`src/rtl/riscv_alu_arb.sv`:
```
// riscv_alu_arb: two-port arbiter/sequencer in front of the shared riscv_alu.
// Each accepted operation runs IDLE -> EXEC -> RESP, so the ALU sees registered
// operands for a full cycle and the result returns with a one-cycle valid.
// Optional macro RISCV_ALU_ARB_FIXPRI_EN: fixed priority (port 0 wins) instead
// of round-robin; the Last register is then not built.
module riscv_alu_arb #(
    parameter int DW = 32
) (
    input  logic          Clk_i,
    input  logic          Rst_n_i,
    input  logic          Req0_i,
    input  logic [3:0]    Ctl0_i,
    input  logic [DW-1:0] A0_i,
    input  logic [DW-1:0] B0_i,
    output logic          Gnt0_o,
    output logic          Vld0_o,
    input  logic          Req1_i,
    input  logic [3:0]    Ctl1_i,
    input  logic [DW-1:0] A1_i,
    input  logic [DW-1:0] B1_i,
    output logic          Gnt1_o,
    output logic          Vld1_o,
    output logic [DW-1:0] Result_o,
    output logic          Busy_o,
    output logic [3:0]    AluCtl_o,
    output logic [DW-1:0] AluA_o,
    output logic [DW-1:0] AluB_o,
    input  logic [DW-1:0] AluOut_i
);

    typedef enum logic [1:0] {
        IDLE = 2'd0,
        EXEC = 2'd1,
        RESP = 2'd2
    } state_e;

    state_e        state_q;
    logic          owner_q;
    logic          vld0_q;
    logic          vld1_q;
    logic          busy_q;
    logic [3:0]    ctl_q;
    logic [DW-1:0] a_q;
    logic [DW-1:0] b_q;
    logic [DW-1:0] result_q;
`ifndef RISCV_ALU_ARB_FIXPRI_EN
    logic          last_q;
`endif

    logic          any_req_d;
    logic          win1_d;
    logic          grant_d;

    // Pick the winner among live requests; a grant only exists in IDLE and out of reset
    always_comb begin
        any_req_d = Req0_i | Req1_i;
`ifdef RISCV_ALU_ARB_FIXPRI_EN
        win1_d    = Req1_i & ~Req0_i;
`else
        // Under contention the port that was not granted last time wins
        win1_d    = Req1_i & (~Req0_i | ~last_q);
`endif
        grant_d   = Rst_n_i & (state_q == IDLE) & any_req_d;
    end

    assign Gnt0_o   = grant_d & ~win1_d;
    assign Gnt1_o   = grant_d & win1_d;
    assign Vld0_o   = vld0_q;
    assign Vld1_o   = vld1_q;
    assign Busy_o   = busy_q;
    assign Result_o = result_q;
    assign AluCtl_o = ctl_q;
    assign AluA_o   = a_q;
    assign AluB_o   = b_q;

    // Sequencer: capture winner operands, let the ALU evaluate, return the result
    always_ff @(posedge Clk_i) begin
        if (!Rst_n_i) begin
            state_q  <= IDLE;
            owner_q  <= 1'b0;
            vld0_q   <= 1'b0;
            vld1_q   <= 1'b0;
            busy_q   <= 1'b0;
            ctl_q    <= 4'b0;
            a_q      <= '0;
            b_q      <= '0;
            result_q <= '0;
`ifndef RISCV_ALU_ARB_FIXPRI_EN
            last_q   <= 1'b1;
`endif
        end else begin
            vld0_q <= 1'b0;
            vld1_q <= 1'b0;
            case (state_q)
                IDLE: begin
                    if (any_req_d) begin
                        ctl_q   <= win1_d ? Ctl1_i : Ctl0_i;
                        a_q     <= win1_d ? A1_i : A0_i;
                        b_q     <= win1_d ? B1_i : B0_i;
                        owner_q <= win1_d;
`ifndef RISCV_ALU_ARB_FIXPRI_EN
                        last_q  <= win1_d;
`endif
                        busy_q  <= 1'b1;
                        state_q <= EXEC;
                    end
                end
                EXEC: begin
                    // Valid is registered here so it is high exactly during RESP
                    result_q <= AluOut_i;
                    vld0_q   <= ~owner_q;
                    vld1_q   <= owner_q;
                    state_q  <= RESP;
                end
                RESP: begin
                    busy_q  <= 1'b0;
                    state_q <= IDLE;
                end
                default: begin
                    busy_q  <= 1'b0;
                    state_q <= IDLE;
                end
            endcase
        end
    end

endmodule

```
`config.mk`:
```
export PLATFORM = sky130hd
export DESIGN_NAME = riscv_alu_arb
export DESIGN_NICKNAME = d
export VERILOG_FILES = /design/src/rtl/riscv_alu_arb.sv
export SDC_FILE = /design/constraint.sdc
export NUM_CORES = 1
export LEC_CHECK = 0
export CAP_MARGIN = 40
export CORE_UTILIZATION = 33
export DETAILED_ROUTE_END_ITERATION = 12
export PLACE_DENSITY = 0.85
export SYNTH_ARGS = -nofsm -noshare
export SYNTH_HDL_FRONTEND = slang
export SYNTH_SLANG_ARGS = --single-unit
```
`constraint.sdc`:
```
create_clock -name Clk_i -period 1.3 [get_ports Clk_i]
set_input_delay 0.195 -clock Clk_i [delete_from_list [all_inputs] [get_ports Clk_i]]
set_output_delay 0.195 -clock Clk_i [all_outputs]
set_load 0.01 [all_outputs]
```
== Word-level counts from Yosys, hierarchy flattened ==
Index checks and enable logic that the tools add are counted.
Operators by class
  reductions and logical operators: 4
  bitwise gates (word level): 12
  multiplexer cells: 7
  eq/ne operators: 2
Operators by type and width (number)
  $mux 32: 2
  $reduce_and 2->1: 3
  $and 1x1->1: 5
  $not 1->1: 5
  $mux 4: 1
  $pmux 2 s2: 1
  $eq 2x1->1 const B: 1
  $logic_not 2->1: 1
  $mux 2: 1
  $ne 2x2->1 const B: 1
  $or 1x1->1: 2
  $pmux 1 s2: 1
  $mux 1: 1
Storage, ports and cells
  register bits: 107
  input port bits: 172
  output and inout bits: 105
  word-level logic and storage cells: 35

== Longest topological paths before layout ==
  depth after elaboration: 5
  depth in mapped cells: 7
  depth with buffers taken out: 3

== Least setup slack after synthesis ==
No wires, ideal clock.
  path type: flip-flop to output port
  start: register last_q
  end: output Gnt1_o
  stages on the path, launching flop included: 5
  slack: -0.070 ns
  arrival: 1.175 ns
  cells stage by stage: dfxtp_1 a21boi_1 buf_2 buf_2 and3_1
Between the ends
  longest elaborated chain between the ends: 4
Ends and longest elaborated chain
  start: declaration: line 47  | logic last_q;
  start signal: assignment: line 102  | last_q <= win1_d;
  $not 1->1: line 61  | win1_d = Req1_i & (~Req0_i | ~last_q);
  $or 1x1->1: line 61
  $and 1x1->1: line 61
  $and 1x1->1: line 67  | assign Gnt1_o = grant_d & win1_d;
  end: declaration: line 21  | output logic Gnt1_o,
No other way between the ends.

== Worst setup path in the final report ==
  start: register state_q[0]
  end: register b_q[29], in the netlist AluB_o[29]
Between the ends
  longest elaborated chain between the ends: 2
Ends and longest elaborated chain
  start: declaration: line 37  | state_e state_q;
  start signal: assignment: line 79  | state_q <= IDLE;
  start signal: assignment: line 105  | state_q <= EXEC;
  start signal: assignment: line 113  | state_q <= RESP;
  $logic_not 2->1: line 94  | case (state_q)
  $reduce_and 2->1 (no line)
  end signal: assignment: line 99  | b_q <= win1_d ? B1_i : B0_i;
  end: declaration: line 44  | logic [DW-1:0] b_q;
No other way between the ends.
A chain may end at the register's enable or synchronous reset.

==> flow_metrics.py <==
metrics = {
    "run_status": {
        "status": "finished with violations",
        "violations": "negative setup slack",
    },
    "synthesis": {
        "synth_top_cell_by_area": "dfxtp_1",
        "synthCells": 555,
        "synth_nets": 727,
        "synth_seq_cells": 107,
        "syn_area_mm2": 0.00444,
        "ys_seq_area_share_pct": 48.3,
        "synth_cell_type_count": 22,
        "netlist_top_cells_area": "dfxtp_1, nand2_1, a311oi_1, a21oi_1, clkbuf_1",
        "synth_top_area_share_pct": 48.3,
        "ys.warnings.count": 0,
        "syn_area_per_cell_um2": 8.00,
    },
    "place": {
        "gp_congestion": 0.752,
        "dp.final_hpwl_mm": 10.6,
        "postPlaceCellArea_mm2": 0.00751,
        "io_buffer_count": 276,
    },
    "route": {
        "drcViolationCount": 0,
        "avgRoutedWirePerCell_um": 17.1,
        "drt_wl_total_mm": 17.4,
        "drtIter0Drc": 248,
        "dr_total_vias": 5194,
        "dr.pass1.iters": 5,
        "vias_per_cell": 5.11,
        "drtAntennaViolNets": 0,
    },
    "clock_tree": {
        "clk_latency_ps": 350,
        "hold_buffers": 0,
        "clk_pin_slew_ps": 70,
        "clock-sinks": 107,
        "numCtsBuffers": 9,
        "clockRootBuffer": "clkbuf_16",
        "htree_levels": 3,
        "cts.path.max_buffers": 2,
        "cts_tree": "done",
    },
    "grt": {
        "grt_pass1_wl_mm": 26.5,
        "grt_max_degree": 45,
        "use_met2_pct": 42.7,
        "gr-max-usage-layer": "met2",
        "grtUsageMet3_pct": 5.47,
        "grt_overflow": 0,
        "antenna_found_initial": 0,
        "met1_usage_pct": 28.3,
        "grtUsageTotal_pct": 24.0,
        "grt_pass1_vias": 5186,
    },
    "power_and_ir_drop": {
        "cellPowerDensity_mw_per_mm2": 1100,
        "comb_power_share_pct": 32.2,
        "p_total_mw": 9.37,
        "seq_power_share_pct": 40.2,
        "internal_power_mw": 6.56,
        "power_frac_clock_pct": 27.6,
        "switching_share_pct": 30.0,
        "power.leakage_nw": 3.59,
        "p_sw_mw": 2.81,
        "ir_drop_mv": 0.587,
    },
    "sta": {
        "fin_crit_sh_pct": 112,
        "fmaxAchievable_ghz": 0.687,
        "slew_headroom_pct": 83.1,
        "finalSetupViolCount": 71,
        "hold_viol_final": 0,
        "skew_ps": 5.44,
        "rsz0062_at_grt": "true",
        "drv_slew": 0,
        "period_needed_ps": 1460,
        "tightest_slew_ps": 253,
        "timing.final.ws_setup_ps": -155,
        "hold-worst-slack_ps": 324,
    },
    "floorplan": {
        "core_area_mm2": 0.0132,
        "die_h_um": 118,
        "ios": 277,
        "die_area_mm2": 0.0139,
        "row_count": 42,
        "die_x_um": 118,
        "start_util_pct": 33.6,
    },
    "layout": {
        "diodes": 0,
        "fin_nets": 1007,
        "drive_above_1_share_pct": 16.3,
        "fin_area_mm2": 0.00849,
        "areaGrowthSynthToFinish_pct": 91.4,
    },
    "worst_setup_path": {
        "cp.required_ps": 1560,
        "path_max_fanout": 5,
        "cp-end-kind": "flop",
        "arrival_ps": 1720,
        "critPathKind": "reg2reg",
        "worst_setup_path_start_kind": "flop",
    },
    "min_path": {
        "hold_path.class": "in2reg",
    },
    "job": {
        "drv_cap": 0,
    },
}
## registers in the layout (all words and copies together), names as in the netlist
name	count
Busy_o	1
Result_o	32
AluB_o	32
state_q	2
Vld0_o	1
AluA_o	32
Vld1_o	1
AluCtl_o	4
owner_q	1
last_q	1
## synthesized netlist by cell type
library cell	number
a21bo_2	1
a21boi_0	1
a21boi_1	1
a21oi_1	101
a311oi_1	59
a311oi_2	9
and2_1	1
and2_4	1
and3_1	4
buf_2	13
buf_6	3
clkbuf_1	42
dfxtp_1	107
inv_1	1
nand2_1	200
nand2b_1	1
nor2_1	2
nor2b_1	2
nor3_1	2
o21a_1	2
o21ai_0	1
or2_1	1
## power groups by stage
| stage | logic (mW) | clock network (mW) | registers [mW] |
|---|---|---|---|
| after detailed placement | 2.56 | 0 | 3.85 |
| after global placement | 2.53 | 0 | 3.83 |
| final | 3.02 | 2.59 | 3.77 |
| after global routing | 3.23 | 2.77 | 3.81 |
| after floorplan | 0.910 | 0 | 3.98 |
| after CTS | 2.78 | 2.64 | 3.76 |
## layout by cell type (no fill, tap or decap), drive strengths merged
cell type	count
and2	2
clkbuf	14
or2	1
a21bo	1
o21a	2
clkinv	4
nor2	2
o21ai	1
inv	1
dlygate4sd2	106
and3	4
a21oi	101
dfxtp	107
nand2	200
buf	47
clkinvlp	3
bufbuf	1
nor2b	2
a21boi	2
nand2b	1
nor3	2
a311oi	68
clkdlybuf4s50	168
## cell type report
type,count,area [um2]
clock inverters,7,53.8
inverters,1,5.00
repair buffers,327,3480
well taps,176,220
multi-input cells,389,2360
clock buffers,9,225
flip-flops and latches,107,2150
fillers,1094,4700
## kinds of logic (layout without fill, tap and decap cells)
group	count (synthesis)	in the layout	share of synthesized area [%]
and+or+nand+nor	214	214	18.8
AOI/OAI and AO/OA	175	175	27.1
DFF	107	107	48.3
buffers and inverters	59	344	5.86
## repair_timing
action / CTS / global route
cloned: 8 / 6
endpoints found under the setup margin: 175 / 72
buffers inserted: 9 / 4
pin swaps: 4 / 8
resized for setup: 164 / 36
## path summary, 6_finish.rpt
check / startpoint / to / slack [ps] / cells past startpoint
min: Rst_n_i / state_q[0]$_SDFFE_PN0P_ / 320 / 2
max reg2reg: state_q[0]$_SDFFE_PN0P_ / AluB_o[29]$_SDFFE_PN0P_ / -160 / 7
min reg2reg: owner_q$_SDFFE_PN0P_ / Vld0_o$_SDFF_PN0_ / 440 / 1
max: state_q[0]$_SDFFE_PN0P_ / AluB_o[29]$_SDFFE_PN0P_ / -160 / 7
## critical path, cell delays in order (launching register included)
cell	delay, ps
dfxtp_2	360
nor2_4	50
buf_8	120
buf_6	110
and2_4	170
clkbuf_16	180
buf_16	150
a311oi_2	230
## layer usage
layer	vias up	part of all wire, %
met5	-	0
met2	241	51
met1	2430	41
li1	2506	-
met3	17	6.5
met4	0	1.5
## per-stage QoR
step | setup TNS (ps) | util [%] | std cells | worst slack (ps)
6_report | -6690 | 64.4 | 1016 | -155
5_1_grt | -10320 | 64.4 | 1016 | -191
4_1_cts | -6150 | 62.0 | 1009 | -157
3_5_place_dp | -70110 | 56.9 | 977 | -950
3_3_place_gp | -66180 | 56.9 | 977 | -876
2_1_floorplan | -164 | - | 555 | -27.1
Power figures use the tool's default switching activity.
